$ cat src/rtl/usb_config_packer.sv
`default_nettype none
// ============================================================================
// Module   : usb_config_packer
// Purpose  : Packs USB bulk-OUT bytes MSB-first into 32-bit configuration
//            words with a one-cycle write strobe and a session-active flag.
//            Optional word counter enabled by USB_PACKER_WORDCOUNT_EN.
// Revision : 1.0 - initial release
// ============================================================================
module usb_config_packer #(
    parameter int TIMEOUT_CYCLES = 1000000,
    parameter int TIMER_WIDTH    = 24,
    parameter int STROBE_GAP     = 2
) (
    input  logic        CLK,
    input  logic        reset,
    input  logic [7:0]  rx_data,
    input  logic        rx_valid,
    output logic        rx_ready,
    output logic [31:0] WriteData,
    output logic        WriteStrobe,
`ifdef USB_PACKER_WORDCOUNT_EN
    output logic [15:0] word_count,
`endif
    output logic        ComActive
);

    localparam int GAP_W = (STROBE_GAP > 1) ? $clog2(STROBE_GAP) : 1;

    localparam logic [1:0] c_IDLE    = 2'd0;
    localparam logic [1:0] c_COLLECT = 2'd1;
    localparam logic [1:0] c_STROBE  = 2'd2;
    localparam logic [1:0] c_GAP     = 2'd3;

    localparam logic [GAP_W-1:0]       c_GAP_LAST   = GAP_W'(STROBE_GAP - 1);
    localparam logic [TIMER_WIDTH-1:0] c_TIMER_LAST = TIMER_WIDTH'(TIMEOUT_CYCLES - 1);

    logic [1:0]             state_q, state_d;
    logic [1:0]             idx_q, idx_d;
    logic [23:0]            shift_q, shift_d;
    logic [31:0]            wdata_q, wdata_d;
    logic                   active_q, active_d;
    logic [TIMER_WIDTH-1:0] timer_q, timer_d;
    logic [GAP_W-1:0]       gap_q, gap_d;

    logic w_accept;
    logic w_expire;

    assign w_accept = rx_valid && rx_ready;
    // An accept on the would-be expiry edge keeps the session alive.
    assign w_expire = active_q && !w_accept && (timer_q == c_TIMER_LAST);

    always_ff @(posedge CLK) begin
        if (reset) begin
            state_q  <= c_IDLE;
            idx_q    <= 2'd0;
            shift_q  <= 24'd0;
            wdata_q  <= 32'd0;
            active_q <= 1'b0;
            timer_q  <= '0;
            gap_q    <= '0;
        end else begin
            state_q  <= state_d;
            idx_q    <= idx_d;
            shift_q  <= shift_d;
            wdata_q  <= wdata_d;
            active_q <= active_d;
            timer_q  <= timer_d;
            gap_q    <= gap_d;
        end
    end

    always_comb begin
        state_d  = state_q;
        idx_d    = idx_q;
        shift_d  = shift_q;
        wdata_d  = wdata_q;
        active_d = active_q;
        gap_d    = gap_q;
        timer_d  = timer_q;

        if (w_accept) begin
            timer_d = '0;
        end else if (active_q) begin
            timer_d = timer_q + 1'b1;
        end

        case (state_q)
            c_STROBE: begin
                gap_d   = '0;
                state_d = (STROBE_GAP == 0) ? c_COLLECT : c_GAP;
            end
            c_GAP: begin
                gap_d = gap_q + 1'b1;
                if (gap_q == c_GAP_LAST) begin
                    state_d = c_COLLECT;
                end
            end
            default: begin
            end
        endcase

        if (w_accept) begin
            active_d = 1'b1;
            if (idx_q == 2'd3) begin
                wdata_d = {shift_q, rx_data};
                shift_d = 24'd0;
                idx_d   = 2'd0;
                state_d = c_STROBE;
            end else begin
                shift_d = {shift_q[15:0], rx_data};
                idx_d   = idx_q + 2'd1;
                state_d = c_COLLECT;
            end
        end else if (w_expire) begin
            active_d = 1'b0;
            idx_d    = 2'd0;
            shift_d  = 24'd0;
            state_d  = c_IDLE;
            timer_d  = '0;
        end
    end

    always_comb begin
        rx_ready    = !reset && ((state_q == c_IDLE) || (state_q == c_COLLECT));
        WriteStrobe = (state_q == c_STROBE);
        WriteData   = wdata_q;
        ComActive   = active_q;
    end

`ifdef USB_PACKER_WORDCOUNT_EN
    logic [15:0] wc_q, wc_d;

    always_ff @(posedge CLK) begin
        if (reset) begin
            wc_q <= 16'd0;
        end else begin
            wc_q <= wc_d;
        end
    end

    always_comb begin
        wc_d = wc_q;
        if (w_expire) begin
            wc_d = 16'd0;
        end else if ((state_q == c_STROBE) && (wc_q != 16'hFFFF)) begin
            wc_d = wc_q + 16'd1;
        end
    end

    assign word_count = wc_q;
`endif

endmodule
`default_nettype wire

$ cat config.mk
export PLATFORM = sky130hd
export DESIGN_NAME = usb_config_packer
export DESIGN_NICKNAME = d
export VERILOG_FILES = /design/src/rtl/usb_config_packer.sv
export SDC_FILE = /design/constraint.sdc
export NUM_CORES = 1
export LEC_CHECK = 0
export CAP_MARGIN = 5
export CORE_MARGIN = 2
export CORE_UTILIZATION = 28
export CTS_CLUSTER_DIAMETER = 40
export DETAILED_ROUTE_END_ITERATION = 16
export GPL_ROUTABILITY_DRIVEN = 0
export GPL_TIMING_DRIVEN = 1
export PLACE_DENSITY = 0.45
export SKIP_CTS_REPAIR_TIMING = 1
export SLEW_MARGIN = 40
export SYNTH_ARGS = -nofsm -noshare
export SYNTH_HDL_FRONTEND = slang
export SYNTH_SLANG_ARGS = --single-unit
$ cat constraint.sdc
create_clock -name CLK -period 4.9 [get_ports CLK]
set_input_delay 0.98 -clock CLK [delete_from_list [all_inputs] [get_ports CLK]]
set_output_delay 0.98 -clock CLK [all_outputs]
set_load 0.02 [all_outputs]
==> Implementation_results.wiki <==
{| class="wikitable"
! Metric !! Value
|-
| Status || finished, final reports clean
|-
| FP Rows || 40
|-
| Proportion of power drawn by combinational gates || 3.7%
|-
| Clock Power Share || 49.1%
|-
| Worst voltage drop across the vdd grid || 0.0001690 V
|-
| Leading area contributor after synthesis || sky130_fd_sc_hd__dfxtp_1
|-
| Area used by multi-input combinational logic || 1475 sq um
|-
| Worst hold-check path type || flip-flop to flip-flop
|-
| Fill cell count || 1249
|-
| Sequential share of the synthesized area || 50.79%
|-
| I/O Pins || 46
|-
| Setup slack of the worst register-to-register path || 2.48 ns
|-
| Die outline width || 114.0 um
|-
| Total clock buffers created by CTS || 9
|-
| Cell with the most instances on the worst path || sky130_fd_sc_hd__clkdlybuf4s50_1
|-
| Floorplan core area || 11910 sq um
|-
| Tightest slew margin relative to the limit || 48.22%
|-
| Clock slew at the register clock pins of the worst setup and hold paths || 0.06 ns
|-
| Sum Neg Setup Slack || 0 ns
|-
| Number of max-slew violations in the final report || 0
|-
| Clock latency reported for the late side of the worst-skew pair || 0.33 ns
|-
| Lkg Pwr || 1.360 nW
|-
| Overall routing resource usage || 12.79%
|-
| Max-cap viol count || 0
|-
| Final worst path period share || 69.96%
|-
| Number of optimization iterations in the first detailed-route pass || 4
|-
| Seq pwr share || 47.1%
|-
| Worst-path maximum fanout || 39
|-
| Clock tree from TritonCTS || yes
|-
| Highest-delay cell along the critical path || sky130_fd_sc_hd__clkdlybuf4s50_1
|-
| Number of antenna diodes || 0
|-
| Net switching share of the total power || 20.86%
|-
| Critical path data required time || 3.92 ns
|-
| Via count || 2768
|-
| RSZ-0062 raised after global routing || false
|-
| Vias in the first global route || 2557
|-
| Crit path arrival time || 2.45 ns
|-
| Final Worst Setup Slack || 1.472 ns
|-
| Post-Route WL || 7.720 mm
|-
| Mapped cell area || 3390 sq um
|-
| Drt wl/cell || 13.13 um
|-
| Number of instances in the synthesized netlist || 401
|-
| Nets || 449
|-
| Total of flip-flops plus latches after synthesis || 86
|-
| Growth of design area from synthesis to finish || 25.88%
|-
| Endpoints failing hold || 0
|-
| Cell chosen for the clock root || sky130_fd_sc_hd__clkbuf_16
|-
| Max incr delay on CP || 0.55 ns
|-
| Worst setup skew after layout || 0.005760 ns
|-
| Number of clock sinks || 86
|-
| Internal power of the cells || 0.001209 W
|-
| Die area || 13000 sq um
|-
| Min Tclk post-route || 3.428 ns
|-
| Crit path buffers/inverters || 3
|-
| Tightest Pin Transition || 0.7767 ns
|-
| Number of remaining DRC errors || 0
|-
| Pin count of the biggest net entering global routing || 40
|-
| Number of nets with antenna violations after detailed routing || 0
|-
| Share of the synthesized area in the top cell type || 50.79%
|-
| Number of distinct standard cells referenced by the synthesized netlist || 41
|-
| H-tree levels || 3
|-
| Wire length of the first global-routing pass || 13.16 mm
|-
| Total congestion overflow after global routing || 0
|-
| Share of final-layout standard cells stronger than drive strength 1 || 6.803%
|-
| Half-perimeter wire length after detailed placement || 5.265 mm
|-
| Core utilization of the finished layout || 35.82%
|-
| Endpoint type of the worst setup path || output pin
|-
| Post-synth net total || 414
|-
| Max Root-Sink Buffers || 2
|-
| Pre-CTS worst setup slack || 1.437 ns
|-
| Critical setup path kind || primary input to output pin
|-
| Storage element area || 1722 sq um
|-
| Count of warnings emitted by yosys || 0
|-
| Achievable frequency || 291.7 MHz
|-
| Final setup violation count || 0
|-
| Power per cell area || 358.0 nW/um^2
|-
| Largest delay contributor family on the critical path || buffers and inverters
|-
| Starting density of the core || 28.46%
|-
| Avg Cell Area, Syn || 8.453 sq um
|-
| Largest cells by area after synthesis || sky130_fd_sc_hd__dfxtp_1 51%, sky130_fd_sc_hd__nand2_1 11%, sky130_fd_sc_hd__a21oi_1 6.1%, sky130_fd_sc_hd__o32ai_1 4.1%, sky130_fd_sc_hd__o21ai_0 2.4%
|-
| Power spent charging and discharging nets || 0.0003187 W
|-
| Antenna violations before repair || 0
|-
| Vias per inst || 4.707
|-
| DRT iter0 DRCs || 127
|-
| IO buf count || 45
|-
| DIE HEIGHT || 114.0 um
|-
| List of cells traversed by the critical path || clkdlybuf4s50_1 > buf_4 > nor2_1 > clkdlybuf4s50_1
|-
| Startpoint type of the worst setup path || primary input
|}
## power groups by stage
stage	logic, W	clock network, W	registers (W)
3_3_place_gp	0.0000573	0	0.000736
2_1_floorplan	0.0000373	0	0.000732
3_5_place_dp	0.0000578	0	0.000736
4_1_cts	0.0000581	0.000777	0.000720
5_1_grt	0.0000637	0.000805	0.000721
6_report	0.0000568	0.000751	0.000720
## kinds of logic (layout without fill, tap and decap cells)
group                    after synthesis  after routing  synth area share, %
AO/OA/AOI/OAI                         81             81                14.51
XOR/XNOR                              15             15                3.876
adder cells (fa/ha/maj)                2              2               0.7382
buffers and inverters                 45             85                5.832
flip-flops                            86             86                50.79
multiplexers                           2              2               0.6275
AND/OR/NAND/NOR                      170            170                23.63
## final timing paths
kind | startpoint | end | cells after the start
setup / recovery | reset | rx_ready | 4
hold / removal | shift_q[6] | WriteData[14] | 2
setup reg to reg | timer_q[0] | shift_q[11] | 5
hold reg to reg | shift_q[6] | WriteData[14] | 2
## metal layers
layer | vias to the layer above | wire (um) | track usage [%]
met3 | 5 | 267 | 2.922
met2 | 45 | 3372 | 18.33
met4 | 0 | 63 | 5.122
li1 | 1437 | - | -
met1 | 1281 | 4016 | 18.48
met5 | - | 0 | 0
## cell type report
class,count,area share [%]
clock buffers,12,6.012
repair buffers,48,11.09
multi-input cells,270,34.57
flip-flops and latches,86,40.35
well taps,147,4.311
clock inverters,4,1.818
inverters,21,1.848
## layout by cell type (no fill, tap or decap), types with 2 or more instances in the layout
master and instances:
sky130_fd_sc_hd__nand2_1 100, sky130_fd_sc_hd__dfxtp_1 86, sky130_fd_sc_hd__clkdlybuf4s50_1 45, sky130_fd_sc_hd__a21oi_1 41, sky130_fd_sc_hd__inv_1 21, sky130_fd_sc_hd__nor2_1 19, sky130_fd_sc_hd__o21ai_0 16, sky130_fd_sc_hd__o32ai_1 16
sky130_fd_sc_hd__nand4_1 9, sky130_fd_sc_hd__xnor2_1 9, sky130_fd_sc_hd__clkbuf_16 9, sky130_fd_sc_hd__or3_1 7, sky130_fd_sc_hd__nand3_1 6, sky130_fd_sc_hd__nor4_1 6, sky130_fd_sc_hd__xor2_1 6, sky130_fd_sc_hd__nor2b_1 3
sky130_fd_sc_hd__and4_1 3, sky130_fd_sc_hd__or4_1 3, sky130_fd_sc_hd__o31ai_1 3, sky130_fd_sc_hd__buf_4 3, sky130_fd_sc_hd__nor3_1 2, sky130_fd_sc_hd__ha_1 2, sky130_fd_sc_hd__bufinv_16 2, sky130_fd_sc_hd__clkbuf_8 2
## synthesized netlist by cell type, drive strengths merged
cell type  count
a21oi         42
and2           1
and3           1
and4           3
buf           12
clkbuf        12
dfxtp         86
ha             2
inv           21
mux2           1
mux2i          1
nand2        101
nand3          6
nand3b         1
nand4         11
nor2          20
nor2b          3
nor3           3
nor3b          1
nor4           6
nor4b          1
o211ai         2
o21ai         17
o22ai          1
o31ai          3
o32ai         16
or3            7
or3b           1
or4            4
xnor2          9
xor2           6
## stage by stage
| step | total power [W] | hold WS, ns | cell area (sq um) | cells |
|---|---|---|---|---|
| after floorplan | 0.0007698 | 0.4319 | 3390 | 401 |
| after global placement | 0.0007931 | 0.4466 | 3930 | 572 |
| after detailed placement | 0.0007934 | 0.4425 | 3933 | 572 |
| after CTS | 0.001555 | 0.4507 | 4267 | 588 |
| after global routing | 0.001590 | 0.4684 | 4267 | 588 |
| final | 0.001528 | 0.4471 | 4267 | 588 |
## registers in the layout, summed over array words and instances (netlist names)
| signal | cells |
|---|---|
| shift_q | 24 |
| state_q | 2 |
| WriteData | 32 |
| timer_q | 24 |
| gap_q | 1 |
| idx_q | 2 |
| ComActive | 1 |
## worst register-to-register path, delay by kind of cell, from the launching register on
| family | cells | cell delay [ns] |
|---|---|---|
| adder cells (fa/ha/maj) | 1 | 0.22 |
| flip-flops | 1 | 0.42 |
| AO/OA/AOI/OAI | 2 | 0.85 |
| AND/OR/NAND/NOR | 2 | 0.78 |
(Power assumes the default switching activity.)
